$ cat config.mk
export PLATFORM = sky130hd
export DESIGN_NAME = event_quantizer_flat
export DESIGN_NICKNAME = d
export VERILOG_FILES = /design/src/rtl/event_quantizer_if.sv /design/src/rtl/event_quantizer.sv /design/src/flat_wrapper.sv
export SDC_FILE = /design/constraint.sdc
export NUM_CORES = 1
export LEC_CHECK = 0
export ABC_AREA = 1
export CAP_MARGIN = 10
export CORE_MARGIN = 1
export CORE_UTILIZATION = 50
export DETAILED_ROUTE_END_ITERATION = 16
export PLACE_DENSITY = 0.74
export SYNTH_ARGS = -nofsm -noshare
export SYNTH_HDL_FRONTEND = slang
export SYNTH_SLANG_ARGS = --single-unit
$ cat constraint.sdc
create_clock -name clk -period 5.95 [get_ports clk]
set_input_delay 1.19 -clock clk [delete_from_list [all_inputs] [get_ports clk]]
set_output_delay 1.19 -clock clk [all_outputs]
set_load 0.005 [all_outputs]
$ cat src/rtl/event_quantizer_if.sv
// Stream bundle for event_quantizer: raw event input, filter enable,
// quantized event output and pass/drop statistics.
interface event_quantizer_if #(
  parameter int X_W   = 8,
  parameter int Y_W   = 8,
  parameter int T_W   = 16,
  parameter int SHIFT = 4,
  parameter int CNT_W = 16
);
  logic                 in_valid;
  logic                 in_ready;
  logic [X_W-1:0]       in_x;
  logic [Y_W-1:0]       in_y;
  logic [T_W-1:0]       in_t;
  logic                 in_pol;
  logic                 flt_en;
  logic                 out_valid;
  logic                 out_ready;
  logic [X_W-SHIFT-1:0] out_cx;
  logic [Y_W-SHIFT-1:0] out_cy;
  logic [T_W-1:0]       out_t;
  logic                 out_pol;
  logic [CNT_W-1:0]     pass_cnt;
  logic [CNT_W-1:0]     drop_cnt;

  // Quantizer side
  modport slave (
    input  in_valid, in_x, in_y, in_t, in_pol, flt_en, out_ready,
    output in_ready, out_valid, out_cx, out_cy, out_t, out_pol, pass_cnt, drop_cnt
  );

  // Producer/consumer side
  modport master (
    output in_valid, in_x, in_y, in_t, in_pol, flt_en, out_ready,
    input  in_ready, out_valid, out_cx, out_cy, out_t, out_pol, pass_cnt, drop_cnt
  );
endinterface

$ cat src/rtl/event_quantizer.sv
// event_quantizer: two-stage pipeline that quantizes sensor events to grid
// cells and suppresses refractory duplicates (same cell and polarity as the
// last passed event, within REFRACT ticks, modulo timestamp wrap).
// S1 holds the captured event, S2 drives the output. Full backpressure,
// one event per cycle, saturating pass/drop counters.
module event_quantizer #(
  parameter int          X_W     = 8,
  parameter int          Y_W     = 8,
  parameter int          T_W     = 16,
  parameter int          SHIFT   = 4,
  parameter int unsigned REFRACT = 100,
  parameter int          CNT_W   = 16
) (
  input  logic           clk,
  input  logic           rst_n,
  event_quantizer_if.slave bus
);
  localparam int CX_W = X_W - SHIFT;
  localparam int CY_W = Y_W - SHIFT;
  localparam logic [T_W-1:0] REFRACT_T = T_W'(REFRACT);

  // Saturating increment for the statistics counters
  function automatic logic [CNT_W-1:0] sat_inc(input logic [CNT_W-1:0] v);
    logic [CNT_W-1:0] r;
    if (v == {CNT_W{1'b1}}) begin
      r = v;
    end else begin
      r = v + {{(CNT_W-1){1'b0}}, 1'b1};
    end
    return r;
  endfunction

  // S1 registers
  logic            s1_valid_r;
  logic [CX_W-1:0] s1_cx_r;
  logic [CY_W-1:0] s1_cy_r;
  logic [T_W-1:0]  s1_t_r;
  logic            s1_pol_r;

  // S2 (output) registers
  logic            out_valid_r;
  logic [CX_W-1:0] out_cx_r;
  logic [CY_W-1:0] out_cy_r;
  logic [T_W-1:0]  out_t_r;
  logic            out_pol_r;

  // Filter history: the last event that passed into S2
  logic            last_valid_r;
  logic [CX_W-1:0] last_cx_r;
  logic [CY_W-1:0] last_cy_r;
  logic [T_W-1:0]  last_t_r;
  logic            last_pol_r;

  logic [CNT_W-1:0] pass_cnt_r;
  logic [CNT_W-1:0] drop_cnt_r;

  // Combinational control
  logic [CX_W-1:0] cx_in_s;
  logic [CY_W-1:0] cy_in_s;
  logic [T_W-1:0]  d_s;
  logic            match_s;
  logic            drop_s;
  logic            s1_go_s;
  logic            load_s2_s;
  logic            drop_ev_s;
  logic            in_ready_s;
  logic            accept_s;

  // Drop decision and handshake steering; delta wraps modulo 2^T_W
  always_comb begin
    cx_in_s    = CX_W'(bus.in_x >> SHIFT);
    cy_in_s    = CY_W'(bus.in_y >> SHIFT);
    d_s        = s1_t_r - last_t_r;
    match_s    = (s1_cx_r == last_cx_r) && (s1_cy_r == last_cy_r) && (s1_pol_r == last_pol_r);
    drop_s     = 1'b0;
    if (bus.flt_en && last_valid_r && match_s && (d_s < REFRACT_T)) begin
      drop_s = 1'b1;
    end else begin
      drop_s = 1'b0;
    end
    s1_go_s    = s1_valid_r && (drop_s || !out_valid_r || bus.out_ready);
    load_s2_s  = s1_go_s && !drop_s;
    drop_ev_s  = s1_go_s && drop_s;
    in_ready_s = !s1_valid_r || s1_go_s;
    accept_s   = bus.in_valid && in_ready_s;
  end

  // S1 capture: load on accept, empty when the event leaves without a replacement
  always_ff @(posedge clk or negedge rst_n) begin
    if (!rst_n) begin
      s1_valid_r <= 1'b0;
      s1_cx_r    <= '0;
      s1_cy_r    <= '0;
      s1_t_r     <= '0;
      s1_pol_r   <= 1'b0;
    end else if (accept_s) begin
      s1_valid_r <= 1'b1;
      s1_cx_r    <= cx_in_s;
      s1_cy_r    <= cy_in_s;
      s1_t_r     <= bus.in_t;
      s1_pol_r   <= bus.in_pol;
    end else if (s1_go_s) begin
      s1_valid_r <= 1'b0;
    end else begin
      s1_valid_r <= s1_valid_r;
    end
  end

  // S2 output stage: load from S1 on pass, clear on drain, otherwise hold
  always_ff @(posedge clk or negedge rst_n) begin
    if (!rst_n) begin
      out_valid_r <= 1'b0;
      out_cx_r    <= '0;
      out_cy_r    <= '0;
      out_t_r     <= '0;
      out_pol_r   <= 1'b0;
    end else if (load_s2_s) begin
      out_valid_r <= 1'b1;
      out_cx_r    <= s1_cx_r;
      out_cy_r    <= s1_cy_r;
      out_t_r     <= s1_t_r;
      out_pol_r   <= s1_pol_r;
    end else if (out_valid_r && bus.out_ready) begin
      out_valid_r <= 1'b0;
    end else begin
      out_valid_r <= out_valid_r;
    end
  end

  // Filter history follows every passed event regardless of flt_en
  always_ff @(posedge clk or negedge rst_n) begin
    if (!rst_n) begin
      last_valid_r <= 1'b0;
      last_cx_r    <= '0;
      last_cy_r    <= '0;
      last_t_r     <= '0;
      last_pol_r   <= 1'b0;
    end else if (load_s2_s) begin
      last_valid_r <= 1'b1;
      last_cx_r    <= s1_cx_r;
      last_cy_r    <= s1_cy_r;
      last_t_r     <= s1_t_r;
      last_pol_r   <= s1_pol_r;
    end else begin
      last_valid_r <= last_valid_r;
    end
  end

  // Saturating statistics, updated on the S1 leave decision
  always_ff @(posedge clk or negedge rst_n) begin
    if (!rst_n) begin
      pass_cnt_r <= '0;
      drop_cnt_r <= '0;
    end else if (load_s2_s) begin
      pass_cnt_r <= sat_inc(pass_cnt_r);
    end else if (drop_ev_s) begin
      drop_cnt_r <= sat_inc(drop_cnt_r);
    end else begin
      pass_cnt_r <= pass_cnt_r;
    end
  end

  assign bus.in_ready  = in_ready_s;
  assign bus.out_valid = out_valid_r;
  assign bus.out_cx    = out_cx_r;
  assign bus.out_cy    = out_cy_r;
  assign bus.out_t     = out_t_r;
  assign bus.out_pol   = out_pol_r;
  assign bus.pass_cnt  = pass_cnt_r;
  assign bus.drop_cnt  = drop_cnt_r;
endmodule
$ cat src/flat_wrapper.sv
// flat-port wrapper written by rule: the top's interface ports become plain ports
module event_quantizer_flat 
#(
  parameter int          X_W     = 8,
  parameter int          Y_W     = 8,
  parameter int          T_W     = 16,
  parameter int          SHIFT   = 4,
  parameter int unsigned REFRACT = 100,
  parameter int          CNT_W   = 16
)
  (clk, rst_n, bus_in_valid, bus_in_x, bus_in_y, bus_in_t, bus_in_pol, bus_flt_en, bus_out_ready, bus_in_ready, bus_out_valid, bus_out_cx, bus_out_cy, bus_out_t, bus_out_pol, bus_pass_cnt, bus_drop_cnt);
  event_quantizer_if #(.X_W(X_W), .Y_W(Y_W), .T_W(T_W), .SHIFT(SHIFT), .CNT_W(CNT_W)) bus_i ();
  input  logic clk;
  input  logic rst_n;
  input wire logic [$bits(bus_i.in_valid)-1:0] bus_in_valid;
  input wire logic [$bits(bus_i.in_x)-1:0] bus_in_x;
  input wire logic [$bits(bus_i.in_y)-1:0] bus_in_y;
  input wire logic [$bits(bus_i.in_t)-1:0] bus_in_t;
  input wire logic [$bits(bus_i.in_pol)-1:0] bus_in_pol;
  input wire logic [$bits(bus_i.flt_en)-1:0] bus_flt_en;
  input wire logic [$bits(bus_i.out_ready)-1:0] bus_out_ready;
  output wire logic [$bits(bus_i.in_ready)-1:0] bus_in_ready;
  output wire logic [$bits(bus_i.out_valid)-1:0] bus_out_valid;
  output wire logic [$bits(bus_i.out_cx)-1:0] bus_out_cx;
  output wire logic [$bits(bus_i.out_cy)-1:0] bus_out_cy;
  output wire logic [$bits(bus_i.out_t)-1:0] bus_out_t;
  output wire logic [$bits(bus_i.out_pol)-1:0] bus_out_pol;
  output wire logic [$bits(bus_i.pass_cnt)-1:0] bus_pass_cnt;
  output wire logic [$bits(bus_i.drop_cnt)-1:0] bus_drop_cnt;
  assign bus_i.in_valid = bus_in_valid;
  assign bus_i.in_x = bus_in_x;
  assign bus_i.in_y = bus_in_y;
  assign bus_i.in_t = bus_in_t;
  assign bus_i.in_pol = bus_in_pol;
  assign bus_i.flt_en = bus_flt_en;
  assign bus_i.out_ready = bus_out_ready;
  assign bus_in_ready = bus_i.in_ready;
  assign bus_out_valid = bus_i.out_valid;
  assign bus_out_cx = bus_i.out_cx;
  assign bus_out_cy = bus_i.out_cy;
  assign bus_out_t = bus_i.out_t;
  assign bus_out_pol = bus_i.out_pol;
  assign bus_pass_cnt = bus_i.pass_cnt;
  assign bus_drop_cnt = bus_i.drop_cnt;
  event_quantizer #(.X_W(X_W), .Y_W(Y_W), .T_W(T_W), .SHIFT(SHIFT), .REFRACT(REFRACT), .CNT_W(CNT_W)) u_core (.clk(clk), .rst_n(rst_n), .bus(bus_i));
endmodule
==> qor.csv, run 1 <==
metric,value,unit
regArea,0.002127,sq mm
die_w,104.7,um
viasPerCell,5.069,
ys_ff_latch,85,
rrSetupSlack,3.01,ns
post_cts_buffers,0,
place.gp.congestion,0.9223,
min_period_over_period,77.93,%
power_density,304.2,mW/mm^2
netlist_area,0.005270,sq mm
synth.area.top_cells,"dfrtp_1 40%, nand2_1 20%, inv_1 6.1%",
dieHeight,104.7,um
hold_class,register to register,
yosys_warnings,0,
cts.clk_slew.worst_paths,0.09,ns
num_io_pins,97,
cp-end-kind,primary output,
relSlewSlack,28.81,%
core,0.01028,sq mm
multi_input_area,0.002675,sq mm
critical_path_buf_inv_count,2,
grt_max_degree,86,
synth_ff_type,dfrtp_1,
io_buffers,88,
hold_start,u_core.last_valid_r,
worstHoldEndpoint,u_core.last_valid_r,
grt_usage,23.47,%
initial_utilization,51.28,%
drtIter0Drc,219,
worst_clock_skew,0.01197,ns
yosysMostFrequentCell,nand2_1,
fin_nets,854,
synth-seq-area-share,40.36,%
fin_ws,1.313,ns
r2r_start,u_core.bus.out_t[5],
hold_violations,0,
syn_avg_cell_area,7.320,sq um
worst_pin_slew,1.068,ns
h-tree-depth,3,
clockBufferDepth,2,
fmax,215.7,MHz
r2r_cells,16,
crit_chain,clkdlybuf4s50_1 > nand2_1 > a21oi_1 > nand2_1 > nor2_1 > nand3_1 > nor2_1 > nand3_1 > nor2_4 > nand2_4 > nand3_4 > clkdlybuf4s50_1,
tns,0,ns
wire_per_inst,12.86,um
area_delta_synth_final,20.51,%
synth_fp_nets,774,
cts_hold_buf,0,
grt_first_pass_wirelength,20890,um
worstSetupPathType,input pin to primary output,
drv_cap,0,
ys_top_cells_by_count,"282 x nand2_1, 86 x inv_1, 85 x dfrtp_1",
drc,0,
grt_overflow_total,0,
place_ws,1.311,ns
critPathSlowestCell,clkdlybuf4s50_1,
path_delay_family,simple AND/OR/NAND/NOR gates,
synth_edf_count,0,
outcome,completed,
clk_latency,0.36,ns
grt_pass1_vias,4551,
crit_fanout,28,
async_flop_share,100.0,%
yosysTopAreaCell,dfrtp_1,
grt_setup_unrepaired,false,
cts_root_buf,clkbuf_8,
max_stage_delay,0.57,ns
cts_tree,built,
cts.repair.resized,0,
dieArea,0.01095,sq mm
firstDrtPassIters,5,
fin_crit,4.637,ns
place_hpwl,8667,um
startpoint_type,input pin,
ir_worst_vdd,145.4,uV
final_layout_size_suffix_gt1_share,5.963,%
drv_slew,0,
nFillCells,962,
arrival,3.45,ns
ant_nets,0,
setup_viol,0,
rows,37,
synth.distinct_cells,34,
hold_depth,1,
synth_cells,720,
p_leak,3.198,nW
n_antenna_cell,0,
netlist.area_leader.share,40.36,%
cts_buffers,9,
cts_sinks,85,
worstPathRequired,4.76,ns
antenna_found_initial,0,
finalWirelength,12110,um
num_vias,4770,
r2r_end,u_core.bus.drop_cnt[5],
worst max-delay path by stage:
stage	startpoint	end	slack, ns	cells after the start
final	bus_flt_en	bus_in_ready	1.31	12
after global routing	bus_flt_en	bus_in_ready	1.12	12
after floorplan	bus_flt_en	bus_in_ready	2.50	11
after detailed placement	bus_flt_en	bus_in_ready	1.31	12
after CTS	bus_flt_en	bus_in_ready	1.30	12
after global placement	bus_flt_en	bus_in_ready	1.35	12
cells in the final DEF, fill, tap and decap left out, types with 9 or more instances in the layout:
master / count
xnor2_1: 14
nand4_1: 24
o21ai_2: 11
dfrtp_1: 85
inv_1: 86
o21ai_1: 13
clkdlybuf4s50_1: 87
nand2_1: 282
nand3_1: 63
xor2_1: 18
clkbuf_8: 10
nor2_1: 38
ha_1: 16
a21oi_1: 9
metrics by stage:
stage / power (mW) / util [%] / hold WS [ns] / instance area (sq um) / instances
after floorplan: 1.286 / - / 0.4394 / 5270 / 720
after global placement: 1.540 / 60.10 / 0.4488 / 6177 / 925
after detailed placement: 1.562 / 60.10 / 0.4567 / 6177 / 925
after CTS: 1.943 / 61.80 / 0.4783 / 6351 / 941
after global routing: 2.097 / 61.80 / 0.4993 / 6351 / 941
final: 1.932 / 61.80 / 0.4733 / 6351 / 941
state kept, by name, summed over array words and instances (netlist names):
| name | flops |
|---|---|
| u_core.bus.drop_cnt | 16 |
| u_core.bus.out_t | 16 |
| u_core.bus.pass_cnt | 16 |
| u_core.s1_t_r | 16 |
| u_core.bus.out_cx | 4 |
| u_core.bus.out_cy | 4 |
| u_core.s1_cx_r | 4 |
| u_core.s1_cy_r | 4 |
| u_core.bus.out_pol | 1 |
| u_core.bus.out_valid | 1 |
| u_core.last_valid_r | 1 |
| u_core.s1_pol_r | 1 |
| u_core.s1_valid_r | 1 |
cells by family after synthesis:
| logic type | synth area share (%) |
|---|---|
| AND/OR/NAND/NOR | 36.85 |
| buffers and inverters | 8.879 |
| flip-flops | 40.36 |
| AO/OA/AOI/OAI | 4.796 |
| XOR/XNOR | 5.318 |
| adder cells (fa/ha/maj) | 3.799 |
layer usage:
layer  track usage [%]  share of wire (%)  up-vias
met5                 0                  0        -
met4             9.356                2.2        0
met3             3.431                4.3       20
met2             38.08                 47      105
met1             31.63                 47     2215
li1                  -                  -     2430
final cells by class:
type / count / area share (%)
tap: 136 / 2.679
sequential: 85 / 33.49
inverter: 87 / 5.142
multi-input combinational: 529 / 42.12
clock buffer: 10 / 2.167
clock inverter: 6 / 0.5713
timing repair buffer: 88 / 13.83
power breakdown:
| group | switching [mW] | total (mW) | internal (mW) |
|---|---|---|---|
| combinational | 0.467 | 0.814 | 0.348 |
| sequential | 0.0793 | 0.743 | 0.663 |
| clock | 0.214 | 0.375 | 0.162 |
| total | 0.760 | 1.93 | 1.17 |
(Power assumes the default switching activity.)
==> inputs of run 2 (changes only) <==
Clock period 5.95 ns to 4.35 ns, I/O delays scaled along.
==> run 2 against run 1 <==
Effect of this change: die area unchanged; cell area up 0.12%; routed wire length shrank 0.47%; non-clock buffer count up 1; utilization rose by 0.073 points; flip-flop and latch count is the same; power is 37% higher; via count grew 0.17%; first-iteration DRC count fell by 12%; register-to-register slack got worse by 1.6 ns.
==> qor.csv, run 2 (synthesis gave the netlist of run 1 again) <==
metric,value,unit,change
startpoint_type,register,,
r2r_end,u_core.bus.drop_cnt[2],,
h-tree-depth,3,,unchanged
nFillCells,974,,+1.2%
cts_hold_buf,0,,unchanged
drv_cap,0,,unchanged
n_antenna_cell,0,,unchanged
clockBufferDepth,2,,unchanged
dieHeight,104.7,um,unchanged
rows,37,,unchanged
crit_fanout,5,,-82%
worst_pin_slew,1.046,ns,-0.02139 ns
worst_clock_skew,0.007088,ns,-0.004881 ns
hold_violations,0,,unchanged
cpMostUsedCell,nand2_1,,
num_io_pins,97,,unchanged
ant_nets,0,,unchanged
grt_setup_unrepaired,false,,
ir_worst_vdd,211.1,uV,+45%
r2r_start,u_core.bus.out_t[4],,
rrSetupSlack,1.40,ns,-1.61 ns
hold_class,register to register,,
fin_nets,855,,+0.12%
grt_first_pass_wirelength,20710,um,-0.86%
drv_slew,0,,unchanged
critical_path_buf_inv_count,4,,+2
antenna_found_initial,0,,unchanged
post_cts_buffers,0,,unchanged
max_stage_delay,0.55,ns,-0.02 ns
core,0.01028,sq mm,unchanged
outcome,completed,,
cts_root_buf,clkbuf_8,,
crit_chain,inv_1 > ha_1 > nand2_1 > inv_1 > a21oi_1 > nand2_1 > nand2_1 > nand2_1 > nand2_1 > nand2_1 > inv_1 > nand2_1 > nor2_2 > nand2_4 > nand3_4 > clkdlybuf4s50_1,,
arrival,2.95,ns,-0.50 ns
finalWirelength,12050,um,-0.47%
fmax,262.0,MHz,
cts.clk_slew.worst_paths,0.09,ns,about the same
r2r_cells,18,,+2
fin_crit,3.817,ns,
worstSetupPathType,register to primary output,,
cts.repair.resized,0,,unchanged
relSlewSlack,30.24,%,+1.4 points
power_density,416.2,mW/mm^2,+37%
grt_overflow_total,0,,unchanged
firstDrtPassIters,5,,unchanged
p_leak,3.194,nW,-0.14%
wire_per_inst,12.79,um,-0.58%
cts_sinks,85,,unchanged
hold_depth,1,,unchanged
min_period_over_period,87.76,%,
cts_tree,built,,
cp-end-kind,primary output,,
die_w,104.7,um,unchanged
grt_usage,23.06,%,-0.40 points
grt_max_degree,86,,unchanged
dieArea,0.01095,sq mm,unchanged
place_hpwl,8724,um,+0.65%
p_total,2.646,mW,+37%
setup_viol,0,,unchanged
grt_pass1_vias,4513,,-0.83%
worstPathRequired,3.48,ns,-1.28 ns
postLayoutCoreUtil,61.87,%,+0.073 points
mostFrequentLayoutCells,"282 x nand2_1, 87 x clkdlybuf4s50_1, 86 x inv_1",,
io_buffers,88,,unchanged
tns,0,ns,unchanged
clk_latency,0.35,ns,about the same
hold_start,u_core.last_valid_r,,
path_delay_family,simple AND/OR/NAND/NOR gates,,
drc,0,,unchanged
cts_buffers,9,,unchanged
viasPerCell,5.072,,about the same
regArea,0.002127,sq mm,unchanged
final_common_cell,nand2_1,,
multi_input_area,0.002675,sq mm,unchanged
critPathSlowestCell,clkdlybuf4s50_1,,
num_vias,4778,,+0.17%
place.gp.congestion,0.9153,,-0.76%
worstHoldEndpoint,u_core.last_valid_r,,
final_layout_size_suffix_gt1_share,5.955,%,-0.0074 points
area_delta_synth_final,20.66,%,
drtIter0Drc,192,,-12%
initial_utilization,51.28,%,unchanged
[run 2: worst max path at each step]
stage / startpoint / to / slack (ns) / cells after the start
after CTS: u_core.bus.out_t[4] / bus_in_ready / 0.55 / 16
after detailed placement: bus_flt_en / bus_in_ready / 0.58 / 12
after global placement: bus_flt_en / bus_in_ready / 0.60 / 12
final: u_core.bus.out_t[4] / bus_in_ready / 0.53 / 16
after floorplan: u_core.bus.out_t[5] / bus_in_ready / 1.50 / 16
after global routing: u_core.bus.out_t[4] / bus_in_ready / 0.25 / 16
[run 2: cell type report]
type | count | share of cell area [%]
Inverter | 87 | 5.136
Multi-Input combinational cell | 529 | 42.07
Sequential cell | 85 | 33.45
Clock inverter | 6 | 0.7281
Tap cell | 136 | 2.676
Timing Repair Buffer | 89 | 13.93
Clock buffer | 10 | 2.007
[run 2: through the flow]
stage / instances / worst slack, ns / instance area, sq um / hold slack [ns]
2_1_floorplan: 720 / 1.498 / 5270 / 0.4394
3_3_place_gp: 926 / 0.6013 / 6185 / 0.4499
3_5_place_dp: 926 / 0.5799 / 6185 / 0.4553
4_1_cts: 942 / 0.5503 / 6359 / 0.4779
5_1_grt: 942 / 0.2502 / 6359 / 0.4986
6_report: 942 / 0.5326 / 6359 / 0.4743
[run 2: layer usage]
metal,routed length [um],up-vias,GRT usage (%)
met5,0,-,0
met4,145,0,5.634
met3,583,12,4.117
met2,5741,109,38.79
met1,5577,2224,30.86
li1,-,2433,-
[run 2: report_power, final]
| group | leakage [nW] | internal, mW | switching, mW |
|---|---|---|---|
| logic | 2.02 | 0.477 | 0.641 |
| clock network | 0.0833 | 0.212 | 0.298 |
| registers | 1.09 | 0.907 | 0.110 |
==> inputs of run 3 (changes only) <==
Settings changed: CORE_UTILIZATION 50 to 48, REMOVE_ABC_BUFFERS set to 1.
Clock period 4.35 ns to 3.4 ns, I/O delays scaled along.
==> run 3 against run 2 <==
Effect of this change: cell area rose by 1.6%; sequential share of layout area down 0.51 points; first-iteration DRC count increased by 33%; routed wire length grew 1.4%; setup slack got worse by 0.24 ns; global-route usage is essentially flat; clock-buffer cell count is 3 higher; hold slack better by 0.0099 ns; die area up 4.1%; critical endpoint unchanged.
==> qor.csv, run 3 (synthesis gave the netlist of run 1 again) <==
metric,value,unit,change
outcome,completed,,
place_ws,0.03092,ns,-0.5489 ns
wire_per_inst,12.89,um,+0.79%
fmax,322.1,MHz,
relSlewSlack,28.68,%,-1.6 points
area_delta_synth_final,22.53,%,
num_vias,4807,,+0.61%
grt_overflow_total,0,,unchanged
clk_latency,0.37,ns,+0.02 ns
worstSetupPathType,register to primary output,,
post_cts_buffers,0,,unchanged
final_layout_size_suffix_gt1_share,7.020,%,+1.1 points
p_comb_share,41.3,%,-1.0 points
drv_slew,0,,unchanged
cts.clk_slew.worst_paths,0.08,ns,about the same
firstDrtPassIters,5,,unchanged
seqPwrFrac,36.8,%,-1.7 points
grt_usage,23.02,%,-0.047 points
worstPathRequired,2.72,ns,-0.76 ns
ir_worst_vdd,297.8,uV,+41%
tns,0,ns,unchanged
crit_fanout,5,,unchanged
drv_cap,0,,unchanged
io_buffers,88,,unchanged
cts_tree,built,,
clockBufferDepth,2,,unchanged
cts_root_buf,clkbuf_8,,
place_hpwl,8468,um,-2.9%
mostFrequentLayoutCells,"282 x nand2_1, 86 x inv_1, 86 x clkdlybuf4s50_1",,
cts_sinks,85,,unchanged
rows,37,,unchanged
p_int,2.184,mW,+37%
h-tree-depth,3,,unchanged
initial_utilization,50.37,%,-0.91 points
hold_violations,0,,unchanged
grt_pass1_vias,4612,,+2.2%
startpoint_type,register,,
p_sw,1.327,mW,+26%
drc,0,,unchanged
arrival,2.42,ns,-0.53 ns
final_common_cell,nand2_1,,
ant_nets,0,,unchanged
dp.cells,932,,+0.65%
grt_setup_unrepaired,false,,
antenna_found_initial,0,,unchanged
min_period_over_period,91.32,%,
dieHeight,106.8,um,+2.0%
n_antenna_cell,0,,unchanged
postLayoutCoreUtil,61.72,%,-0.15 points
fin_nets,861,,+0.70%
clkPwrFrac,21.9,%,+2.6 points
die_w,106.8,um,+2.0%
dieArea,0.01140,sq mm,+4.1%
setup_viol,0,,unchanged
core,0.01046,sq mm,+1.8%
hold_class,register to register,,
viasPerCell,5.071,,about the same
cts_hold_buf,0,,unchanged
instances_no_fill,948,,+0.64%
p_leak,3.245,nW,+1.6%
finalWirelength,12220,um,+1.4%
num_io_pins,97,,unchanged
grt_max_degree,86,,unchanged
fin_ws,0.2953,ns,-0.2373 ns
power_density,543.7,mW/mm^2,+31%
worst_pin_slew,1.070,ns,+0.02340 ns
cp-end-kind,primary output,,
worst_clock_skew,0.007627,ns,+0.0005394 ns
p_sw_share,37.79,%,-1.9 points
drtIter0Drc,256,,+33%
cts_buffers,9,,unchanged
grt_first_pass_wirelength,20890,um,+0.90%
fin_crit,3.105,ns,
place.gp.congestion,0.8622,,-5.8%
run 3: power groups by stage:
stage | registers, mW | clock network, mW | logic, mW
4_1_cts | 1.29 | 0.793 | 1.45
3_5_place_dp | 1.31 | 0 | 1.43
3_3_place_gp | 1.31 | 0 | 1.39
5_1_grt | 1.32 | 0.820 | 1.65
6_report | 1.29 | 0.768 | 1.45
2_1_floorplan | 1.30 | 0 | 0.919
run 3: metal layers:
metal	vias up	global-route usage [%]	part of all wire, %
li1	2446	-	-
met1	2229	29.86	46
met2	119	38.76	48
met3	13	2.918	4.1
met4	0	9.589	1.5
met5	-	0	0
run 3: area by class of cell:
class	count	area, sq um
Clock buffer	13	168.9
Clock inverter	3	42.54
Sequential cell	85	2127
Fill cell	982	4005
Timing Repair Buffer	95	925.9
Multi-Input combinational cell	529	2696
Inverter	87	326.6
Tap cell	136	170.2
run 3: final timing paths:
path	start	end	slack, ns	cells past startpoint
setup / recovery	u_core.bus.out_t[5]	bus_in_ready	0.30	16
hold / removal	u_core.last_valid_r	u_core.last_valid_r	0.48	1
setup reg to reg	u_core.bus.out_t[5]	u_core.s1_t_r[1]	0.55	19
hold reg to reg	u_core.last_valid_r	u_core.last_valid_r	0.48	1
max in group asynchronous	rst_n	u_core.bus.out_valid	2.22	1
min in group asynchronous	rst_n	u_core.bus.out_cx[1]	0.50	1
run 3: what timing repair did:
item	CTS	global route
endpoints found under the setup margin	1	1
pin swaps	0	0
gates resized for setup	3	3
run 3: per-stage QoR:
step	power, mW	hold WS [ns]	instance area (sq um)
floorplan	2.219	0.3844	5129
global placement	2.702	0.4550	6230
detailed placement	2.738	0.4660	6230
CTS	3.535	0.4857	6456
global route	3.789	0.5172	6457
finish	3.511	0.4842	6457
run 3: worst max-delay path, stage by stage, from the launching register on:
cell and delay [ns]:
dfrtp_1 0.35, inv_1 0.07, ha_1 0.36, nand2_1 0.11, inv_1 0.07, a21oi_1 0.18, nand2_1 0.10, nand2_1 0.09
nand2_1 0.05, nand2_1 0.05, nand2_1 0.04, inv_1 0.04, nand2_1 0.09, nor2_4 0.17, nand2_4 0.07, nand3_4 0.05
clkbuf_2 0.14
